File: src/rtl/array_dump_pkg.sv
// array_dump_pkg: shared state encoding and sizing helpers for array_dump_arbiter
package array_dump_pkg;

    typedef enum logic {
        STATE_IDLE    = 1'b0,
        STATE_SENDING = 1'b1
    } state_t;

    // Number of cells in one array.
    function automatic int array_size(input int height, input int width);
        return height * width;
    endfunction

    // Cell index width, wide enough to hold SIZE without overflow.
    function automatic int index_width(input int size);
        return $clog2(size + 1);
    endfunction

    // Requester index width, never narrower than one bit.
    function automatic int source_width(input int num);
        return (num > 1) ? $clog2(num) : 1;
    endfunction

endpackage

File: src/rtl/rr_arbiter.sv
// rr_arbiter: round-robin winner select; fixed priority when ARRAY_DUMP_ARBITER_FIXED_PRIORITY_EN is defined
import array_dump_pkg::*;

module rr_arbiter #(
    parameter int NUM_REQUESTERS = 2,
    parameter int SW             = source_width(NUM_REQUESTERS)
) (
    input  logic [NUM_REQUESTERS-1:0] request,
    input  logic [SW-1:0]             last_grant,
    output logic [NUM_REQUESTERS-1:0] grant,
    output logic [SW-1:0]             grant_index,
    output logic                      any
);

`ifdef ARRAY_DUMP_ARBITER_FIXED_PRIORITY_EN
    logic unused_last_grant;
    assign unused_last_grant = ^last_grant;

    // Search order: lowest index first.
    function automatic int slot(input int i);
        return i;
    endfunction
`else
    // Search order: start just after the previous winner and wrap upward.
    function automatic int slot(input int i);
        return (int'(last_grant) + 1 + i) % NUM_REQUESTERS;
    endfunction
`endif

    // First requesting slot in search order wins.
    always_comb begin
        grant       = '0;
        grant_index = '0;
        any         = 1'b0;
        for (int i = 0; i < NUM_REQUESTERS; i++) begin
            if (!any && request[slot(i)]) begin
                any               = 1'b1;
                grant[slot(i)]    = 1'b1;
                grant_index       = SW'(slot(i));
            end
        end
    end

endmodule

File: src/rtl/array_dump_arbiter.sv
// array_dump_arbiter: arbitrates whole arrays from several producers and streams them cell by cell
// Define ARRAY_DUMP_ARBITER_FIXED_PRIORITY_EN for lowest-index-wins arbitration instead of round-robin.
import array_dump_pkg::*;

module array_dump_arbiter #(
    parameter int NUM_REQUESTERS = 2,
    parameter int ARRAY_HEIGHT   = 2,
    parameter int ARRAY_WIDTH    = 2,
    parameter int CELL_WIDTH     = 8,
    parameter int SIZE           = array_size(ARRAY_HEIGHT, ARRAY_WIDTH),
    parameter int IW             = index_width(SIZE),
    parameter int SW             = source_width(NUM_REQUESTERS)
) (
    input  logic                                    clock,
    input  logic                                    reset,
    input  logic [NUM_REQUESTERS*SIZE*CELL_WIDTH-1:0] in_data,
    input  logic [NUM_REQUESTERS-1:0]               in_valid,
    output logic [NUM_REQUESTERS-1:0]               in_ready,
    output logic [CELL_WIDTH-1:0]                   out_data,
    output logic                                    out_valid,
    input  logic                                    out_ready,
    output logic                                    out_last,
    output logic [SW-1:0]                           out_source
);

    localparam int AW = SIZE * CELL_WIDTH;

    state_t                      state;
    state_t                      next_state;
    logic [IW-1:0]               index;
    logic [AW-1:0]               buffer;
    logic [SW-1:0]               winner;
    logic [SW-1:0]               arb_last;
    logic [NUM_REQUESTERS-1:0]   grant;
    logic [SW-1:0]               grant_index;
    logic                        any;

`ifdef ARRAY_DUMP_ARBITER_FIXED_PRIORITY_EN
    assign arb_last = '0;
`else
    logic [SW-1:0] last_grant;

    // Remember the owner of the last fully delivered array for round-robin rotation.
    always_ff @(posedge clock) begin
        if (reset)
            last_grant <= SW'(NUM_REQUESTERS - 1);
        else if (state == STATE_SENDING && out_ready && out_last)
            last_grant <= winner;
    end

    assign arb_last = last_grant;
`endif

    rr_arbiter #(
        .NUM_REQUESTERS(NUM_REQUESTERS),
        .SW            (SW)
    ) u_arb (
        .request    (in_valid),
        .last_grant (arb_last),
        .grant      (grant),
        .grant_index(grant_index),
        .any        (any)
    );

    // State register.
    always_ff @(posedge clock) begin
        if (reset)
            state <= STATE_IDLE;
        else
            state <= next_state;
    end

    // Next state and handshake outputs; the stream is driven only while sending.
    always_comb begin
        next_state = state;
        in_ready   = '0;
        out_valid  = 1'b0;
        out_last   = 1'b0;
        if (state == STATE_IDLE) begin
            in_ready   = grant;
            next_state = any ? STATE_SENDING : STATE_IDLE;
        end else begin
            out_valid  = 1'b1;
            out_last   = (index == IW'(SIZE - 1));
            next_state = (out_ready && out_last) ? STATE_IDLE : STATE_SENDING;
        end
    end

    // Capture the winner's whole array at grant, then walk the cell index on each accepted cell.
    always_ff @(posedge clock) begin
        if (reset) begin
            index  <= '0;
            buffer <= '0;
            winner <= '0;
        end else if (state == STATE_IDLE && any) begin
            buffer <= in_data[grant_index*AW +: AW];
            winner <= grant_index;
            index  <= '0;
        end else if (state == STATE_SENDING && out_ready) begin
            index  <= out_last ? '0 : index + 1'b1;
        end
    end

    assign out_data   = buffer[index*CELL_WIDTH +: CELL_WIDTH];
    assign out_source = winner;

endmodule

File: config.mk
export PLATFORM = sky130hd
export DESIGN_NAME = array_dump_arbiter
export DESIGN_NICKNAME = d
export VERILOG_FILES = /design/src/rtl/array_dump_pkg.sv /design/src/rtl/rr_arbiter.sv /design/src/rtl/array_dump_arbiter.sv
export SDC_FILE = /design/constraint.sdc
export NUM_CORES = 1
export LEC_CHECK = 0
export BUFFER_PORTS_ARGS = -buffer_cell sky130_fd_sc_hd__buf_2
export CORE_UTILIZATION = 51
export DETAILED_ROUTE_END_ITERATION = 12
export PLACE_DENSITY_LB_ADDON = 0.05
export SLEW_MARGIN = 20
export SYNTH_ARGS = -nofsm -noshare
export SYNTH_HDL_FRONTEND = slang
export SYNTH_SLANG_ARGS = --single-unit
File: constraint.sdc
create_clock -name clock -period 2.21 [get_ports clock]
set_input_delay 0 -clock clock [delete_from_list [all_inputs] [get_ports clock]]
set_output_delay 0 -clock clock [all_outputs]
set_load 0.05 [all_outputs]
After elaboration in Yosys (flattened, before gate mapping)
Index checks and enable logic that the tools add are counted.
Storage, ports and cells
  register bits after elaboration: 38
  output and inout port bits: 13
Cells by class
  add/subtract/negate cells: 3
  magnitude comparators: 4
  equality and inequality tests: 1
  shift-type cells: 2
  mux-type cells: 23
  bitwise logic cells: 4
  reductions and logical operators: 9
Operators by type and width (count)
  64-bit by 7-bit variable part select with 32-bit output: 1
  32-bit by 2-bit adder with 32-bit output (second input constant): 1
  32-bit by 7-bit variable part select with 8-bit output: 1
  1-bit two-way mux: 17
  1-bit logical AND: 7
  2-bit by 3-bit < comparator with 1-bit output (second input constant): 2
  2-bit two-way mux: 3
  2-bit by 1-bit greater-or-equal comparator with 1-bit output (second input constant): 2
  3-bit by 1-bit adder with 3-bit output (second input constant): 1
  3-bit by 2-bit == test with 1-bit output (second input constant): 1
  3-bit two-way mux: 1
  1-bit by 1-bit adder with 2-bit output (second input constant): 1
  1-bit demux with 1-bit select: 2
  2-bit bitwise OR: 1
  2-bit OR reduction: 1
  1-bit bitwise AND: 1
  1-bit bitwise AND (first input constant): 1
  1-bit zero test: 1
  1-bit NOT: 1

Longest topological paths before layout
  depth after elaboration: 11
  depth in mapped cells: 6
  depth with buffers taken out: 4

Modules after synthesis
Synthesis repeated with hierarchy kept, for this count alone.
Unflattened totals
  cells, all modules: 173
  area total of the unflattened synthesis: 2093.3 µm²
By module, submodules not included
  array_dump_arbiter: times used 1, cells each 168, area an instance 2060.7 µm²
  rr_arbiter: times used 1, cells each 5, area an instance 32.5 µm²

Worst setup path after synthesis
Ideal clock, no wire load.
  path type: reg-to-reg
  start: reg state
  end: reg buffer[0]
  library setup time: 0.122 ns
  arrival: 1.546 ns
  data required time: 2.088 ns
  path slack: 0.542 ns
  stages on the path, launching flop included: 6
  path buffers: 2
  path through: dfxtp_1 > buf_4 > nand2b_4 > a211oi_4 > buf_2 > a221o_1
Between the ends
  longest elaborated chain between the ends: 2
RTL lines
  from (decl): RTL line array_dump_arbiter.sv:28  | state_t state;
  from (signal assigned): RTL line array_dump_arbiter.sv:70  | state <= next_state;
  1-bit NOT: RTL line array_dump_arbiter.sv:95  | end else if (state == STATE_IDLE && any) begin
  1-bit logical AND: RTL line array_dump_arbiter.sv:95
  to (signal assigned): RTL line array_dump_arbiter.sv:96  | buffer <= in_data[grant_index*AW +: AW];
  to (decl): RTL line array_dump_arbiter.sv:31  | logic [AW-1:0] buffer;
Every way passes these cells.
A chain may end at the register's enable or synchronous reset.

Worst setup path after layout
  start: reg state
  end: reg buffer[9]
The elaborated chain is that of the path after synthesis.

==> results by group <==
Outcome
  – Run status: complete, no violations

Clock network
  – Clock transition at path regs: about 70 ps
  – Post-CTS setup buffers: 0
  – TritonCTS buffer count: 5
  – Root Driver: clkbuf_8
  – CTS tree: yes
  – Max Buffers Root-to-Sink: 2
  – Clk_lat worst skew: 290 ps
  – Post-CTS Resized: 0
  – H-tree level count: 2
  – Clock sink count: 38

Global route
  – Largest net degree at the start of global routing: 40
  – Vias in the first global route: around 2000
  – Global-route wire length before repair: 9.70 mm
  – Initial antenna violation count: 0
  – Total global routing overflow: 0
  – Total GRT Usage: 31.9%

Min path
  – Hold path start: out_ready
  – Worst Hold Depth: 3
  – HP Class: input port to flop

Worst setup path
  – Critical Path AT: 2310 ps
  – WS Path Type: flop to flop
  – CP endpoint kind: flop
  – Critical path origin: state
  – RR Startpoint: state
  – Crit-path max FO: 35
  – Cells on worst reg2reg path: 5
  – Worst endpoint required time: approximately 2400 ps
  – Crit path launch type: flop

Timing
  – Final Critical Period: roughly 2100 ps
  – Peak Freq: between 400 and 500 MHz
  – Max-slew headroom: between 50% and 60%
  – Worst Tran Pin Value: 727 ps
  – Final hold vios: 0
  – RSZ-0062 raised after global routing: no
  – Total negative slack: 0 ps
  – Setup violators final: 0
  – Final Slew Violations: 0
  – Final Skew: 2.41 ps
  – Fin crit share: 96.2%

Logic synthesis
  – Syn Nets: 237
  – Synth top area cells: dfxtp_1 39%, a221o_1 16%, nor3b_1 12%
  – Synth cell count leaders: 38 x dfxtp_1, 32 x a221o_1, 32 x nor3b_1
  – Fraction of the yosys area taken by sequential cells: 38.6%
  – Area of the mapped netlist: 1970 µm²
  – Mapped Avg Cell Area: 11.8 µm²
  – Post-synth EDFFs: 0
  – Cell count after synthesis: 167
  – Flops & latches, synth: 38
  – Synth Warn #: 0
  – Top-count cell post-synth: dfxtp_1
  – Post-synth cell types: 32
  – Post-synth top flop: dfxtp_1
  – Top cell type's share of synthesized area: 38.6%
  – Ys async rst share: 0%
  – Leading area contributor after synthesis: dfxtp_1

Floorplanning
  – Die Y: between 60 and 70 µm
  – Full die area: 4120 µm²
  – Die Span X: 64.2 µm
  – CORE AREA: 3690 µm²
  – Initial core utilization: 53.4%
  – Rows: 22
  – I/O pin count: between 80 and 90

Power
  – Sw power: 0.000460 W
  – PwrDens: 554 nW/µm²
  – Flop pwr share: 46.1%
  – Lkg Pwr: about 1.3 nW
  – VDD IR max: between 0.3 and 0.4 mV
  – Clk pwr share: 29.5%
  – Int Pwr: 0.00121 W
  – Logic pwr share: about a quarter
  – Sw frac: 27.5%

Drt
  – Drt first pass iters: 4
  – Routed WL: 6.10 mm
  – Iteration-0 DRC count of the detailed router: 164
  – Antenna Nets Post-Route: 0
  – Routed WL per cell: 17.2 µm
  – DRC: 0
  – Via density: 5.56
  – Via count: 1973

Cells and area
  – Share of layout cells above drive strength 1: 34.9%
  – Number of diodes: 0
  – Layout area overhead: 52.8%
  – Final design utilization: 81.6%
  – Multi-input logic area: around 1000 µm²
  – Final #Nets: approximately 380
  – Filler cells: around 230
  – Reg area: 761 µm²
  – Final instance area: 3010 µm²

Placement
  – GP Congestion: 0.784
  – Placed instance area: 2280 µm²
  – IO buf count: 81
  – Post-DP HPWL: 3.37 mm

Job
  – Max-cap violation count: 0
[critical path, cell delays in order, from the launching register on]
cell and delay [ps]:
dfxtp_1 420, o21ba_1 260, buf_4 340, nor3b_1 130
a221o_1 300, dlygate4sd3_1 560
[layout make-up]
cell class	count	area share (%)
repair buffers	150	36.0
multi-input cells	107	33.2
flip-flops and latches	38	25.3
clock buffers	7	2.87
well taps	48	1.99
inverters	4	0.499
clock inverters	1	0.166
[power by group through the flow]
stage               clock network (W)  logic (W)  registers (W)
global route                 0.000527   0.000435       0.000774
CTS                          0.000505   0.000396       0.000767
detailed placement                  0   0.000302       0.000783
global placement                    0   0.000294       0.000781
floorplan                           0   0.000229       0.000770
finish                       0.000492   0.000408       0.000768
[cells by family after synthesis]
kind of cell	Yosys count	share of synthesized area (%)
AND/OR/NAND/NOR	57	19.6
buffers and inverters	22	10.6
multiplexers	8	9.14
adder cells (fa/ha/maj)	1	0.635
flip-flops	38	38.6
AO/OA/AOI/OAI	41	21.5
[routing by layer]
layer	wire length [µm]	global-route usage, %	up-vias
li1	-	-	941
met1	2400	36.5	937
met2	3230	56.6	82
met3	352	8.39	13
met4	112	11.7	0
met5	0	0	-
[cell usage in the layout, fill, tap and decap left out]
cell,instances
a2111oi_4,1
a211o_1,1
a211oi_1,2
a211oi_4,1
a21oi_1,1
a221o_1,32
a32oi_1,1
and3_2,1
buf_2,81
buf_4,5
clkbuf_1,1
clkbuf_8,6
clkinv_2,1
dfxtp_1,38
dlygate4sd3_1,64
ha_1,1
inv_1,3
inv_2,1
mux4_2,8
nand2_1,5
nand2b_1,1
nand2b_4,1
nand3_1,1
nand4_1,1
nand4b_1,1
nor2_1,4
nor2b_1,8
nor3_1,1
nor3b_1,32
o21ba_1,1
o31ai_1,1
or3b_2,1
[what timing repair did]
item / CTS / global route
hold buffers: 64 / 0
endpoints found under the hold margin: 32 / 0
setup endpoints to repair: 0 / 0
[path summary, 6_finish.rpt]
path           endpoint  slack, ps
max           buffer[9]         80
min reg2reg  out_source        530
max reg2reg   buffer[9]         80
min            index[1]         50
[registers in the layout, indices dropped and copies added (netlist names)]
signal,cells
out_source,1
buffer,32
index,3
state,1
arb_last,1
[per-stage QoR]
step	worst slack, ps	power [W]	cells	hold slack, ps
floorplan	542	0.000998	167	138
global placement	547	0.00108	283	222
detailed placement	444	0.00108	283	226
CTS	147	0.00167	355	35.6
global route	0.673	0.00174	355	38.8
finish	82.9	0.00167	355	48.3
Power figures use the tool's default switching activity.
